--- config.mk ---
export PLATFORM = sky130hd
export DESIGN_NAME = riscboy_ppu_vram_arb
export DESIGN_NICKNAME = d
export VERILOG_FILES = /design/src/rtl/riscboy_ppu_vram_arb.sv
export SDC_FILE = /design/constraint.sdc
export NUM_CORES = 1
export LEC_CHECK = 0
export BUFFER_PORTS_ARGS = -buffer_cell sky130_fd_sc_hd__buf_2
export CORE_ASPECT_RATIO = 1.2
export CORE_MARGIN = 2
export CORE_UTILIZATION = 30
export CTS_BUF_LIST = sky130_fd_sc_hd__clkbuf_8
export CTS_CLUSTER_SIZE = 30
export DETAILED_ROUTE_END_ITERATION = 8
export GPL_TIMING_DRIVEN = 0
export PLACE_DENSITY = 0.64
export SLEW_MARGIN = 15
export SYNTH_ARGS = -nofsm -noshare
export SYNTH_HDL_FRONTEND = slang
export SYNTH_SLANG_ARGS = --single-unit
--- constraint.sdc ---
create_clock -name clk -period 8.96 [get_ports clk]
set_input_delay 2.24 -clock clk [delete_from_list [all_inputs] [get_ports clk]]
set_output_delay 2.24 -clock clk [all_outputs]
set_load 0.01 [all_outputs]
--- src/rtl/riscboy_ppu_vram_arb.sv ---
// Round-robin arbiter sharing one pipelined VRAM read port between PPU fetch agents.
// An in-order tag FIFO remembers who issued each address so returning beats are routed back.
module riscboy_ppu_vram_arb #(
  parameter int N_REQ         = 3,
  parameter int W_REQID       = 2,
  parameter int W_ADDR        = 18,
  parameter int W_DATA        = 16,
  parameter int MAX_IN_FLIGHT = 4,
  parameter int W_LEVEL       = 3
) (
  input  logic                      clk,
  input  logic                      rst_n,
  input  logic [N_REQ-1:0]          req_addr_vld,
  output logic [N_REQ-1:0]          req_addr_rdy,
  input  logic [N_REQ*W_ADDR-1:0]   req_addr,
  output logic [N_REQ-1:0]          req_data_vld,
  output logic [W_DATA-1:0]         req_data,
  output logic                      bus_addr_vld,
  input  logic                      bus_addr_rdy,
  output logic [W_ADDR-1:0]         bus_addr,
  input  logic                      bus_data_vld,
  input  logic [W_DATA-1:0]         bus_data,
  output logic [W_LEVEL-1:0]        in_flight,
  output logic                      idle
);

  localparam int N_SLOT = 1 << W_REQID;
  localparam int W_PTR  = (MAX_IN_FLIGHT > 1) ? $clog2(MAX_IN_FLIGHT) : 1;

  logic [W_REQID-1:0] rr_ptr_reg;
  logic               lock_reg;
  logic [W_REQID-1:0] lock_id_reg;
  logic [W_REQID-1:0] tag_mem [MAX_IN_FLIGHT];
  logic [W_PTR-1:0]   wr_ptr_reg;
  logic [W_PTR-1:0]   rd_ptr_reg;
  logic [W_LEVEL-1:0] level_reg;

  logic [N_SLOT-1:0]  vld_ext;
  logic [W_ADDR-1:0]  addr_arr [N_SLOT];
  logic [W_REQID-1:0] grant;
  logic [W_REQID-1:0] tag_head;
  logic               can_issue;
  logic               issue;
  logic               stall;
  logic               pop;

  // Pad requester vectors out to the full ID space so any grant value indexes safely
  genvar gi;
  generate
    for (gi = 0; gi < N_SLOT; gi++) begin : g_slot
      if (gi < N_REQ) begin : g_used
        assign vld_ext[gi]  = req_addr_vld[gi];
        assign addr_arr[gi] = req_addr[gi*W_ADDR +: W_ADDR];
      end else begin : g_unused
        assign vld_ext[gi]  = 1'b0;
        assign addr_arr[gi] = '0;
      end
    end
  endgenerate

  function automatic logic [W_REQID-1:0] rr_pick(input logic [N_SLOT-1:0] vld,
                                                input logic [W_REQID-1:0] ptr);
    logic [W_REQID-1:0] pick;
    int                 idx;
    pick = ptr;
    // Walk furthest-first so the requester closest to ptr wins
    for (int k = N_REQ - 1; k >= 0; k--) begin
      idx = int'(ptr) + k;
      if (idx >= N_REQ) idx = idx - N_REQ;
      if (vld[W_REQID'(idx)]) pick = W_REQID'(idx);
    end
    return pick;
  endfunction

  function automatic logic [W_PTR-1:0] ptr_inc(input logic [W_PTR-1:0] p);
    return (p == W_PTR'(MAX_IN_FLIGHT - 1)) ? '0 : p + 1'b1;
  endfunction

  assign grant     = lock_reg ? lock_id_reg : rr_pick(vld_ext, rr_ptr_reg);
  assign can_issue = level_reg < W_LEVEL'(MAX_IN_FLIGHT);
  assign bus_addr_vld = can_issue && vld_ext[grant];
  assign bus_addr     = addr_arr[grant];
  assign issue    = bus_addr_vld && bus_addr_rdy;
  assign stall    = bus_addr_vld && !bus_addr_rdy;
  assign pop      = bus_data_vld && (level_reg != '0);
  assign tag_head = tag_mem[rd_ptr_reg];

  assign req_data  = bus_data;
  assign in_flight = level_reg;
  assign idle      = !(|req_addr_vld) && (level_reg == '0);

  generate
    for (gi = 0; gi < N_REQ; gi++) begin : g_strobe
      assign req_addr_rdy[gi] = issue && (grant == W_REQID'(gi));
      assign req_data_vld[gi] = pop && (tag_head == W_REQID'(gi));
    end
  endgenerate

  always_ff @(posedge clk) begin
    if (issue) tag_mem[wr_ptr_reg] <= grant;
  end

  always_ff @(posedge clk) begin
    if (!rst_n) begin
      rr_ptr_reg  <= '0;
      lock_reg    <= 1'b0;
      lock_id_reg <= '0;
      wr_ptr_reg  <= '0;
      rd_ptr_reg  <= '0;
      level_reg   <= '0;
    end else begin
      if (issue) begin
        wr_ptr_reg <= ptr_inc(wr_ptr_reg);
        rr_ptr_reg <= (grant == W_REQID'(N_REQ - 1)) ? '0 : grant + 1'b1;
        lock_reg   <= 1'b0;
      end else if (stall) begin
        // Freeze the choice so the address seen by a stalled bus cannot change
        lock_reg    <= 1'b1;
        lock_id_reg <= grant;
      end else begin
        lock_reg <= 1'b0;
      end
      if (pop) rd_ptr_reg <= ptr_inc(rd_ptr_reg);
      if (issue && !pop)      level_reg <= level_reg + 1'b1;
      else if (pop && !issue) level_reg <= level_reg - 1'b1;
    end
  end

`ifdef FORMAL
  always_ff @(posedge clk) begin
    if (rst_n) begin
      assert (!(bus_data_vld && level_reg == '0));
      assert (level_reg <= W_LEVEL'(MAX_IN_FLIGHT));
    end
  end
`endif

endmodule
== Yosys cells after proc, flatten, opt, wreduce, memory -nomap -nowiden ==
Memories as Yosys holds them, arrays and structs flattened. A register that Yosys moved wholly into a read port is not among the register bits.
Cells that the tools add are included.

* Register bits: 12
* Latch bits: 0
* Bits in writable memories: 8
* Memory bits (read-only): 0
* Input bits: 77
* Word-level logic and storage cells: 91
* Memories kept: 1

* Add/sub/neg operators: 10
* Multipliers: 0
* Divide/modulo/power cells: 0
* Magnitude comparators: 9
* Equal/unequal tests: 6
* Shift-type cells: 0
* Muxes and demuxes: 31
* Bitwise logic cells: 3
* Reductions and logical operators: 25

{| class="wikitable"
|+ Memories
! name !! words !! bits a word !! read ports !! clocked after memory_dff !! wr ports !! line !! RTL
|-
| tag_mem || 4 || 2 || 1 || 1 || 1 || 33 || <nowiki>logic [W_REQID-1:0] tag_mem [MAX_IN_FLIGHT];</nowiki>
|}

{| class="wikitable"
|+ Operators with widths
! kind !! count
|-
| 18-bit binary-select mux with 2-bit select || 1
|-
| 18-bit two-way mux || 2
|-
| 2-bit two-way mux || 12
|-
| 1-bit logical AND || 13
|-
| 2-bit by 4-bit < comparator with 1-bit output (second input constant) || 3
|-
| 1-bit two-way mux || 10
|-
| 1-bit binary-select mux with 2-bit select || 4
|-
| 2-bit == test (second input constant) || 4
|-
| 2-bit by 1-bit adder with 2-bit output (second input constant) || 3
|-
| 3-bit by 2-bit greater-or-equal comparator with 1-bit output (second input constant) || 2
|-
| 3-bit two-way mux || 2
|-
| 2-bit subtractor (second input constant) || 3
|-
| 2-bit by 1-bit == test with 1-bit output (second input constant) || 2
|-
| 1-bit logical NOT || 4
|-
| 2-bit logical NOT || 2
|-
| 2-bit by 1-bit adder with 3-bit output (second input constant) || 1
|-
| 2-bit by 2-bit adder with 3-bit output (second input constant) || 1
|-
| 3-bit by 1-bit adder with 3-bit output (second input constant) || 1
|-
| 3-bit greater-or-equal comparator (second input constant) || 1
|-
| 3-bit logical NOT || 1
|-
| 2-bit by 3-bit < comparator with 1-bit output (second input constant) || 1
|-
| 3-bit < comparator (second input constant) || 1
|-
| 2-bit inverter with 3-bit output || 1
|-
| 3-bit nonzero test || 1
|-
| 7 further kinds || 8
|}

== Depth between registers and ports, before layout ==
* Word-level depth: 18
* Depth in mapped cells: 16
* Gate-level depth less buffers: 16

== Worst setup path before layout ==
OpenSTA, ideal clock, no wires.

* Path type: input -> output
* From: input port req_addr_vld[1]
* To: output port bus_addr[10]
* Data arrival time: 3903 ps
* Required time: 6720 ps
* Path slack: 2817 ps
* Stages on the path: 8
* Path buffers: 1
* Path through: mux2i_1 -> or3b_2 -> a31o_2 -> a21oi_1 -> nor2_1 -> buf_2 -> nand2_1 -> o21ai_0

* Word-level cells in the longest chain between the ends: 11
* Elaborated cells on any way between the ends: 17
* Those cells by class: 16 x mux; 1 x bitwise

{| class="wikitable"
|+ Ends and longest elaborated chain
! what !! line !! RTL
|-
| from (decl) || 13 || <nowiki>input logic [N_REQ-1:0] req_addr_vld,</nowiki>
|-
| 1-bit binary-select mux with 2-bit select || 70 || <nowiki>if (vld[W_REQID'(idx)]) pick = W_REQID'(idx);</nowiki>
|-
| 1-bit two-way mux (not written as such) (2 in series) || 70 ||
|-
| 2-bit two-way mux (2 in series) || 70 ||
|-
| 2-bit two-way mux * || 70 ||
|-
| 2-bit two-way mux * || 79 || <nowiki>assign grant = lock_reg ? lock_id_reg : rr_pick(vld_ext, rr_ptr_reg);</nowiki>
|-
| net grant[0] || 40 || <nowiki>logic [W_REQID-1:0] grant;</nowiki>
|-
| 2-bit inverter with 3-bit output (not written as such) * || 82 || <nowiki>assign bus_addr = addr_arr[grant];</nowiki>
|-
| 18-bit binary-select mux with 2-bit select * || 82 ||
|-
| 18-bit two-way mux (not written as such) * (2 in series) || 82 ||
|-
| to (decl) || 20 || <nowiki>output logic [W_ADDR-1:0] bus_addr,</nowiki>
|}

Mark *: on every way through the listed nets, which the timed path passes. The rest lies on a longest branch. The select of a mux whose other input is x is not followed.

== Worst setup path after layout ==
* From: input port req_addr_vld[0]
* To: output port bus_addr[11]

The elaborated chain is that of the path after synthesis.

==> impl_metrics.env <==
export IMPL_area_growth_pct=36.5
export IMPL_synth_cells=211
export IMPL_initial_utilization_pct=30.9
export IMPL_synthArstFlopShare_pct=0
export IMPL_rsz0062_at_grt="no"
export IMPL_die_area_sq_um=6790
export IMPL_finalSetupTns_ns=0
export IMPL_path_max_fanout=10
export IMPL_cts_hold_buf=0
export IMPL_avgSynthCellArea_sq_um=8.73
export IMPL_min_from="lock_id_reg[0]$_SDFFE_PN0P_"
export IMPL_finalSetupViolations=0
export IMPL_startpoint_type="input pin"
export IMPL_timing_rr_start="rr_ptr_reg[0]$_SDFFE_PN0P_"
export IMPL_required_ns=6.72
export IMPL_max_freq_mhz=146
export IMPL_whs_ns=0.486
export IMPL_cts_sinks=22
export IMPL_layout_min_cycle_time_ns=6.84
export IMPL_vdd_drop_max_uv=152
export IMPL_max_stage_delay_ns=0.47
export IMPL_grt_pass1_vias=1883
export IMPL_clock_latency_ns=0.26
export IMPL_crit_family="simple AND/OR/NAND/NOR gates"
export IMPL_drt_initial_drc_count=90
export IMPL_clock_path_buffers=2
export IMPL_synth_warning_count=0
export IMPL_dp_hpwl_microns=3910
export IMPL_core_sq_um=5970
export IMPL_grt_pass1_wl_microns=8030
export IMPL_wl_per_cell_microns=12.0
export IMPL_cts_max_level=1
export IMPL_ys_seq_area_share_pct=28.2
export IMPL_status="completed"
export IMPL_synth_ff_type="dfxtp_1"
export IMPL_worst_slew_pin_slew_ns=0.689
export IMPL_crit_top_cell="buf_2"
export IMPL_place_inst=398
export IMPL_row_count=31
export IMPL_wirelength_microns=4820
export IMPL_num_io_pins=122
export IMPL_grt_max_degree=14
export IMPL_period_share_pct=76.3
export IMPL_slew_headroom_pct=53.9
export IMPL_route_detailed_drc=0
export IMPL_synthesis_nets=298
export IMPL_grt_ovfl_total=0
export IMPL_clkTransAtPathRegs_ns=0.08
export IMPL_synthesis_area_sq_um=1840
export IMPL_antenna_cells=0
export IMPL_p_leak_nw=1.24
export IMPL_top_register="tag_mem"
export IMPL_worstRegToRegCells=15
export IMPL_final_fill_count=619
export IMPL_final_nets=408
export IMPL_synth_edf_count=8
export IMPL_cp_arrival_ns=4.60
export IMPL_crit_buf_inv=3
export IMPL_vias=1949
export IMPL_hold_path_class="register to register"
export IMPL_holdPathStages=2
export IMPL_largest_reg_flops=8
export IMPL_path_cells="buf_2, mux2i_1, or3b_2, a31o_2, a21oi_1, nor2_1, buf_2, nand2_1, o21ai_0, buf_2"
export IMPL_report_final_hold_viol_count=0
export IMPL_layout_drive_gt1_share_pct=45.0
export IMPL_ant_nets=0
export IMPL_root_buffer="clkbuf_8"
export IMPL_worst_setup_path_type="input pin to output pin"
export IMPL_die_width_microns=75.6
export IMPL_cts_tree="yes"
export IMPL_postCtsSetupBuffers=0
export IMPL_drtPass1Iterations=4
export IMPL_gp_congestion=0.842
export IMPL_startpoint="req_addr_vld[0]"
export IMPL_maxCapViolCount=0
export IMPL_instances_no_fill=402
export IMPL_ctsResizeCount=0
export IMPL_antenna_found_initial=0
export IMPL_power_density_nw_per_um2=350
export IMPL_ys_types=50
export IMPL_via_per_inst=4.85
export IMPL_skew_ns=0.00442
export IMPL_grt_use_total_pct=14.5
export IMPL_ys_ff_latch=22
export IMPL_end_kind="output pin"
export IMPL_port_buffers=105
export IMPL_die_y_microns=89.9
export IMPL_crit_cells=10
export IMPL_drv_slew=0
export IMPL_numCtsBuffers=3
export IMPL_crit_slowest_cell="or3b_2"
==> tightest hold or removal path, delay by kind of cell, from the launching register on <==
kind,cells,cell delay [ns]
compound gates,2,0.13
flops,1,0.31
==> stage by stage <==
step | area (sq um) | total power, mW | setup slack, ns | utilization [%]
floorplan | 1840 | 0.625 | 2.82 | -
global placement | 2470 | 0.820 | 2.08 | 41.4
detailed placement | 2470 | 0.822 | 2.06 | 41.4
CTS | 2520 | 0.889 | 2.05 | 42.1
global route | 2520 | 0.967 | 1.88 | 42.1
finish | 2520 | 0.880 | 2.12 | 42.1
==> metal layers <==
| metal | vias up | wire length, microns | global-route usage [%] |
|---|---|---|---|
| li1 | 971 | - | - |
| met1 | 879 | 2010 | 18.5 |
| met2 | 95 | 2400 | 25.3 |
| met3 | 4 | 354 | 1.68 |
| met4 | 0 | 52 | 3.80 |
| met5 | - | 0 | 0 |
==> cell type report <==
cell class	count	area [sq um]	area share, %
timing repair buffer	105	526	20.9
tap	82	103	4.08
sequential	22	520	20.7
multi-input combinational	153	1110	44.3
buffer	25	165	6.56
clock inverter	1	3.75	0.149
clock buffer	3	41.3	1.64
inverter	11	43.8	1.74
==> cells by family (layout without fill, tap and decap cells) <==
kind of cell	count (synthesis)	in the layout	synth area share, %
buf+inv	36	145	11.3
fa+ha+maj	10	10	7.20
xor+xnor	2	2	0.951
mux	24	24	14.4
flops	22	22	28.2
simple gates	63	63	18.8
compound gates	54	54	19.1
==> worst paths after layout <==
kind	slack [ns]	end
setup / recovery	2.12	bus_addr[11]
hold / removal	0.49	lock_id_reg[0]$_SDFFE_PN0P_
setup reg to reg	5.14	in_flight[2]$_SDFFE_PN0P_
hold reg to reg	0.49	lock_id_reg[0]$_SDFFE_PN0P_
==> synth_stat cells, types with 3 or more instances <==
cell type / n / area [sq um]
edfxtp_1: 8 / 240
ha_1: 9 / 113
and3_2: 3 / 22.5
o21ai_0: 26 / 130
nand3_1: 5 / 25.0
mux2i_1: 22 / 220
nand2_1: 22 / 82.6
inv_1: 10 / 37.5
nor2_1: 7 / 26.3
dfxtp_1: 14 / 280
clkbuf_1: 5 / 18.8
a21oi_1: 10 / 50.1
buf_4: 16 / 120
buf_2: 3 / 15.0
a311oi_1: 3 / 26.3
nor3_1: 5 / 25.0
==> cells in the final DEF, fill, tap and decap left out, types with 3 or more instances in the layout <==
cell type	count
buf_2	108
o21ai_0	26
mux2i_1	22
nand2_1	22
buf_4	16
dfxtp_1	14
inv_1	10
a21oi_1	10
ha_1	9
edfxtp_1	8
nor2_1	7
clkbuf_1	5
nand3_1	5
nor3_1	5
a311oi_1	3
and3_2	3
clkbuf_8	3
==> report_power, final <==
| part | internal, mW | switching (mW) |
|---|---|---|
| Combinational | 0.281 | 0.375 |
| Sequential | 0.140 | 0.0210 |
| Clock | 0.0306 | 0.0316 |
(Power assumes the default switching activity.)
